[config.mk]
export PLATFORM = sky130hd
export DESIGN_NAME = data_mem_port_arbiter
export DESIGN_NICKNAME = d
export VERILOG_FILES = /design/src/rtl/data_mem_port_arbiter_pkg.sv /design/src/rtl/data_mem_port_arbiter_sat_counter.sv /design/src/rtl/data_mem_port_arbiter.sv
export SDC_FILE = /design/constraint.sdc
export NUM_CORES = 1
export LEC_CHECK = 0
export ABC_AREA = 1
export BUFFER_PORTS_ARGS = -buffer_cell sky130_fd_sc_hd__buf_4
export CORE_AREA = 4 4 114 116
export CTS_CLUSTER_SIZE = 16
export DETAILED_ROUTE_END_ITERATION = 8
export DIE_AREA = 0 0 118 120
export GPL_TIMING_DRIVEN = 0
export PLACE_DENSITY = 0.65
export SYNTH_ARGS = -nofsm -noshare
export SYNTH_HDL_FRONTEND = slang
export SYNTH_SLANG_ARGS = --single-unit
[constraint.sdc]
create_clock -name CLK -period 2.4 [get_ports CLK]
set_input_delay 0.24 -clock CLK [delete_from_list [all_inputs] [get_ports CLK]]
set_output_delay 0.24 -clock CLK [all_outputs]
set_load 0.02 [all_outputs]
[src/rtl/data_mem_port_arbiter_pkg.sv]
// data_mem_port_arbiter_pkg: shared arbiter state encodings and default widths
package data_mem_port_arbiter_pkg;
    localparam int DEF_ADDR_WIDTH   = 32;
    localparam int DEF_DATA_WIDTH   = 32;
    localparam int DEF_STARVE_LIMIT = 4;
    localparam int CNT_WIDTH        = 4;
    typedef enum logic {
        ARB_PIPE  = 1'b0,
        ARB_FORCE = 1'b1
    } arb_state_e;
endpackage

[src/rtl/data_mem_port_arbiter_sat_counter.sv]
// sat_counter: counter that clears on clr and stops at LIMIT
// ports: clk/rst, inc (count up), clr (back to zero), at_limit (cnt == LIMIT)
module sat_counter #(
    parameter int WIDTH = 4,
    parameter int LIMIT = 3
) (
    input  logic clk,
    input  logic rst,
    input  logic inc,
    input  logic clr,
    output logic at_limit
);
    logic [WIDTH-1:0] cnt;
    assign at_limit = (cnt == WIDTH'(LIMIT));
    always_ff @(posedge clk) begin
        if (rst || clr) cnt <= '0;
        else if (inc && !at_limit) cnt <= cnt + 1'b1;
    end
endmodule

[src/rtl/data_mem_port_arbiter.sv]
// data_mem_port_arbiter: shares the data memory between the Memory stage and a debug/DMA port
// ports: CLK/RST; pipeline side MemReqM/MemWriteM/ALUOutM/WriteDataM -> ReadDataM, StallMem;
// debug side dbg_valid/dbg_we/dbg_addr/dbg_wdata -> dbg_ready/dbg_rvalid/dbg_rdata;
// memory side mem_we/mem_addr/mem_wdata <- mem_rdata
module data_mem_port_arbiter
    import data_mem_port_arbiter_pkg::*;
#(
    parameter int ADDR_WIDTH   = DEF_ADDR_WIDTH,
    parameter int DATA_WIDTH   = DEF_DATA_WIDTH,
    parameter int STARVE_LIMIT = DEF_STARVE_LIMIT
) (
    input  logic                  CLK,
    input  logic                  RST,
    input  logic                  MemReqM,
    input  logic                  MemWriteM,
    input  logic [ADDR_WIDTH-1:0] ALUOutM,
    input  logic [DATA_WIDTH-1:0] WriteDataM,
    output logic [DATA_WIDTH-1:0] ReadDataM,
    output logic                  StallMem,
    input  logic                  dbg_valid,
    input  logic                  dbg_we,
    input  logic [ADDR_WIDTH-1:0] dbg_addr,
    input  logic [DATA_WIDTH-1:0] dbg_wdata,
    output logic                  dbg_ready,
    output logic                  dbg_rvalid,
    output logic [DATA_WIDTH-1:0] dbg_rdata,
    output logic                  mem_we,
    output logic [ADDR_WIDTH-1:0] mem_addr,
    output logic [DATA_WIDTH-1:0] mem_wdata,
    input  logic [DATA_WIDTH-1:0] mem_rdata
);
    arb_state_e state;
    logic pipe_gnt, dbg_gnt, starve_inc, starve_clr, starve_at_limit;
    assign pipe_gnt   = (state == ARB_PIPE) && MemReqM;
    // debug wins in the forced slot, or opportunistically when the pipeline is idle
    assign dbg_gnt    = dbg_valid && ((state == ARB_FORCE) || !MemReqM);
    assign dbg_ready  = dbg_gnt && !RST;
    assign StallMem   = (state == ARB_FORCE);
    assign mem_we     = !RST && (pipe_gnt ? MemWriteM : (dbg_gnt && dbg_we));
    assign mem_addr   = dbg_gnt ? dbg_addr : ALUOutM;
    assign mem_wdata  = dbg_gnt ? dbg_wdata : WriteDataM;
    assign ReadDataM  = mem_rdata;
    assign starve_inc = pipe_gnt && dbg_valid;
    assign starve_clr = dbg_gnt || !dbg_valid || (state == ARB_FORCE);
    sat_counter #(
        .WIDTH(CNT_WIDTH),
        .LIMIT(STARVE_LIMIT - 1)
    ) u_starve (
        .clk     (CLK),
        .rst     (RST),
        .inc     (starve_inc),
        .clr     (starve_clr),
        .at_limit(starve_at_limit)
    );
    always_ff @(posedge CLK) begin
        if (RST) begin
            state      <= ARB_PIPE;
            dbg_rvalid <= 1'b0;
            dbg_rdata  <= '0;
        end else begin
            state      <= (starve_inc && starve_at_limit) ? ARB_FORCE : ARB_PIPE;
            dbg_rvalid <= dbg_gnt && !dbg_we;
            if (dbg_gnt && !dbg_we) dbg_rdata <= mem_rdata;
        end
    end
endmodule

# Word level (Yosys, flattened, before mapping)
# Index checks and enable logic that the tools add are counted.
# totals
reg_bits,38
output_inout_bits,132
wordCells,29
# classes
addsub,1
eq_ne,1
mux,4
n_bitwise,1
reduce_logical,18
# op_table
operator,count
$mux 32,2
$logic_and 1x1->1,9
$logic_not 1->1,5
$add 4x1->4 const B,1
$eq 4x2->1 const B,1
$logic_or 1x1->1,4
$mux 1,2
$not 1->1,1

# Depth between registers and ports, before layout
# logic_depth
ltp_word,6
depth_mapped,7
ltp_nobuf,6

# Hierarchy
# From an unflattened synthesis, not the netlist that was laid out.
# unflattened
hier_cells,559
area_unflattened_um2,3056.7
# by_module_without_submodules
mod,instances,cells_per_inst,area_per_inst_um2
data_mem_port_arbiter,1,528,2841.5
sat_counter,1,31,215.2

# Worst setup path after synthesis
# No wires, ideal clock.
# synth_timing
kind,register to output
start,reg state (netlist: StallMem)
end,out mem_we
t_arrival_ns,1.234
setup_slack_ns,0.926
path_stages_with_launch,6
path_cell_list,dfxtp_1 > nor2_2 > nor2_2 > buf_4 > nand2_1 > o21ai_1
# synth_between
elab_chain_len,5
elab_cells_between_ends,7
cone_classes,mux (1); bitwise (1); reduce/logical (5)
# synth_rtl
item,line,rtl
start: declaration,data_mem_port_arbiter.sv:32,arb_state_e state;
start signal: assignment,data_mem_port_arbiter.sv:61,state <= (starve_inc && starve_at_limit) ? ARB_FORCE : ARB_PIPE;
$logic_or 1x1->1,data_mem_port_arbiter.sv:36,assign dbg_gnt = dbg_valid && ((state == ARB_FORCE) || !MemReqM);
$logic_and 1x1->1,data_mem_port_arbiter.sv:36,
$logic_and 1x1->1,data_mem_port_arbiter.sv:39,assign mem_we = !RST && (pipe_gnt ? MemWriteM : (dbg_gnt && dbg_we));
$mux 1 *,data_mem_port_arbiter.sv:39,
$logic_and 1x1->1 *,data_mem_port_arbiter.sv:39,
end: declaration,data_mem_port_arbiter.sv:27,"output logic mem_we,"
# Mark *: on every way between the ends. The rest lies on a longest branch, timed or not.

# Worst setup path in the final report
# layout_timing
start,reg state (netlist: StallMem)
end,out mem_addr[20]
# layout_between
elab_chain_len,3
# layout_rtl
item,line,rtl
$logic_or 1x1->1,data_mem_port_arbiter.sv:36,
$logic_and 1x1->1,data_mem_port_arbiter.sv:36,
$mux 32,data_mem_port_arbiter.sv:40,assign mem_addr = dbg_gnt ? dbg_addr : ALUOutM;
end: declaration,data_mem_port_arbiter.sv:28,"output logic [ADDR_WIDTH-1:0] mem_addr,"
# No other way between the ends.

==> flow_summary.json <==
{
  "setup_repair_after_global_routing_missed_its_margin": "false",
  "antenna_found_initial": 0,
  "drv.max_cap_violation_count": 0,
  "worstSetupPathType": "reg2out",
  "instance_area_at_placement_um2": 4890,
  "timing.critical_path.arrival_ns": 1.62,
  "dr.first_iter.drc_count": 163,
  "crit_start_category": "flop",
  "max_freq_mhz": 539,
  "finalSetupViolCount": 0,
  "io_buffers": 297,
  "seq_area_frac_synth": 0.307,
  "netlist_top_cells_count": "sky130_fd_sc_hd__nand2_1, sky130_fd_sc_hd__nor2_1, sky130_fd_sc_hd__buf_4",
  "design.die.area_um2": 14200,
  "worst_slew_pin_slew_ns": 0.419,
  "global_route.usage.total": 0.163,
  "vias_in_the_first_global_route": 3722,
  "post-route-period-util": 0.773,
  "route.antenna.remaining_nets": 0,
  "placement_rows": 40,
  "floorplan.initialDensity": 0.208,
  "share_clk_of_total_power": 0.311,
  "netlist_top_cells_area": "sky130_fd_sc_hd__nand2_1, sky130_fd_sc_hd__dfxtp_1, sky130_fd_sc_hd__buf_4",
  "synth_cell_type_count": 18,
  "cts_inserted_buffers": 5,
  "synthesis.instances": 427,
  "boundaryPins": 298,
  "cts.reportedPaths.clkPinSlew_ns": 0.05,
  "htreeDepth": 2,
  "finalMaxSlewViolations": 0,
  "worst_r2r_endpoint": "dbg_rdata[23]",
  "cellPowerDensity_nw_per_um2": 453,
  "die_outline_width_um": 118,
  "stdcell_area_um2": 5060,
  "routabilityCongestion": 0.852,
  "cts.repair.resized": 0,
  "total_detailed_routing_wirelength_um": 12100,
  "worstSetupEndpointType": "output pin",
  "worstSetupEndpoint": "mem_addr[20]",
  "cts.path.max_buffers": 2,
  "critPathMaxStageDelay_ns": 0.37,
  "detail_route.vias_per_cell": 4.12,
  "crit_path_max_fanout": 10,
  "clock_insertion_delay_worst_skew_ns": 0.28,
  "worst_ep_required_time_ns": 2.16,
  "timing.clock.skew_ns": 0.00274,
  "postSynthAreaPerCell_um2": 5.81,
  "finish.net_count": 898,
  "setup_tns_ns": 0,
  "num_vias": 3625,
  "max-slew-margin-rel": 0.721,
  "dp_hpwl_um": 10100,
  "postSynthNetCount": 594,
  "most_repeated_cell_in_the_gate_level_netlist_after_synthesis": "sky130_fd_sc_hd__nand2_1",
  "combinationalPowerShare": 0.393,
  "detail_route.first_pass.iterations": 4,
  "fillerInstances": 1254,
  "status": "completed",
  "cellInternalPower_uw": 1580,
  "worstSetupStartpoint": "StallMem",
  "peakVddDrop_v": 0.000489,
  "rr_startpoint": "StallMem",
  "grt_start_max_net_pins": 12,
  "timing.hold.worst.class": "in2reg",
  "crit_slowest_cell": "sky130_fd_sc_hd__dfxtp_1",
  "ys_async_sr_fraction": 0,
  "post_synth_instance_area_um2": 2480,
  "grt_overflow_total": 0,
  "cts_tree": "yes",
  "synthDominantAreaCellType": "sky130_fd_sc_hd__nand2_1",
  "leakagePower_uw": 0.00296,
  "net-switching-power_uw": 708,
  "switching_share_of_power": 0.309,
  "core_area_um2": 11900,
  "reg2regPathDepth": 6,
  "critical_path.cell_chain": "nor2_2 -> nor2_2 -> buf_4 -> buf_4 -> nand2_1 -> nand2_1 -> buf_4",
  "post-route-drc-count": 0,
  "p_seq_frac": 0.295,
  "grt_first_pass_wirelength_um": 18800,
  "synth_largest_type_area_fraction": 0.313,
  "wl_per_cell_um": 13.8,
  "ys_ff_latch": 38,
  "worst_path_most_repeated_cell": "sky130_fd_sc_hd__buf_4",
  "fin_crit_ns": 1.86,
  "layout-drive-gt1-share": 0.496,
  "timing.reg2reg.setup_slack_ns": 1.19,
  "synth_edf_count": 0,
  "sink_count_of_the_clock_tree": 38,
  "postSynth.topFlopCell": "sky130_fd_sc_hd__dfxtp_1",
  "cts_root_buffer_type": "sky130_fd_sc_hd__clkbuf_16",
  "num_antenna_cells": 0,
  "total_count_of_hold_check_failures_in_the_final_report": 0,
  "cts_setup_buffers": 0,
  "cts_hold_buf": 0,
  "syn2layout_area_growth_pct": 104,
  "synth-warning-count": 0,
  "die_height_um": 120
}
-- logic make-up (layout without fill, tap and decap cells) --
logic type,Yosys count,count (layout),share of synthesized area
and+or+nand+nor,285,285,0.441
buffers and inverters,66,371,0.172
DFF,38,38,0.307
AOI/OAI and AO/OA,37,37,0.0747
adders and majority gates,1,1,0.00504
-- layout by cell type, fill, tap and decap left out --
cell                        count
sky130_fd_sc_hd__nor2_1        68
sky130_fd_sc_hd__ha_1           1
sky130_fd_sc_hd__clkbuf_1       4
sky130_fd_sc_hd__clkbuf_16      5
sky130_fd_sc_hd__clkbuf_8       3
sky130_fd_sc_hd__buf_4        343
sky130_fd_sc_hd__nand2_2        1
sky130_fd_sc_hd__nand2_1      207
sky130_fd_sc_hd__o21ai_1       31
sky130_fd_sc_hd__nor2_4         1
sky130_fd_sc_hd__a21oi_1        4
sky130_fd_sc_hd__nand4_1        1
sky130_fd_sc_hd__buf_2          5
sky130_fd_sc_hd__or2_2          1
sky130_fd_sc_hd__dfxtp_1       38
sky130_fd_sc_hd__nand3_1        4
sky130_fd_sc_hd__inv_2          2
sky130_fd_sc_hd__inv_1          9
sky130_fd_sc_hd__nor2_2         2
sky130_fd_sc_hd__o21ai_0        2
-- critical path, delay by kind of cell (launching register included) --
| family | cells | cell delay, ns |
|---|---|---|
| buffers and inverters | 3 | 0.57 |
| flip-flops | 1 | 0.37 |
| AND/OR/NAND/NOR | 4 | 0.39 |
-- routing by layer --
metal,wire length (um),up-vias,GRT usage,share of wire
li1,-,1872,-,-
met1,4780,1557,0.184,0.40
met2,5930,188,0.292,0.49
met3,1250,8,0.0594,0.10
met4,127,0,0.0403,0.011
met5,0,-,0,0
-- metrics by stage --
stage	util	power (uW)	instances	hold WS, ns	setup slack, ns
global placement	0.411	1600	871	0.425	0.807
global route	0.425	2410	879	0.146	0.380
finish	0.425	2290	879	0.138	0.545
detailed placement	0.411	1600	871	0.429	0.795
CTS	0.425	2330	879	0.129	0.511
floorplan	-	1090	427	0.312	0.926
-- power groups by stage --
| stage | combinational (uW) | clock, uW | sequential [uW] |
|---|---|---|---|
| finish | 901 | 713 | 676 |
| global route | 971 | 756 | 679 |
| CTS | 912 | 738 | 676 |
| detailed placement | 907 | 0 | 688 |
| global placement | 909 | 0 | 687 |
| floorplan | 370 | 0 | 722 |
-- how the worst min path moves through the flow --
| stage | startpoint | to | slack, ns | cells past startpoint |
|---|---|---|---|---|
| 6_report | RST | dbg_rvalid | 0.14 | 2 |
| 3_3_place_gp | RST | dbg_rvalid | 0.43 | 2 |
| 2_1_floorplan | RST | dbg_rvalid | 0.31 | 1 |
| 3_5_place_dp | RST | dbg_rvalid | 0.43 | 2 |
| 4_1_cts | RST | dbg_rvalid | 0.13 | 2 |
| 5_1_grt | RST | dbg_rvalid | 0.15 | 2 |
-- area by class of cell --
cell class / instances / area (um^2) / share of cell area
Clock buffer: 8 / 166 / 0.0329
Tap cell: 147 / 184 / 0.0364
Multi-Input combinational cell: 323 / 1290 / 0.255
Buffer: 55 / 385 / 0.0762
Inverter: 11 / 41.3 / 0.00816
Sequential cell: 38 / 761 / 0.150
Timing Repair Buffer: 297 / 2230 / 0.441
-- state kept, by name, summed over array words and instances, names as in the netlist --
| register | count |
|---|---|
| dbg_rdata | 32 |
| dbg_rvalid | 1 |
| StallMem | 1 |
| u_starve.cnt | 4 |
(Power assumes the default switching activity.)
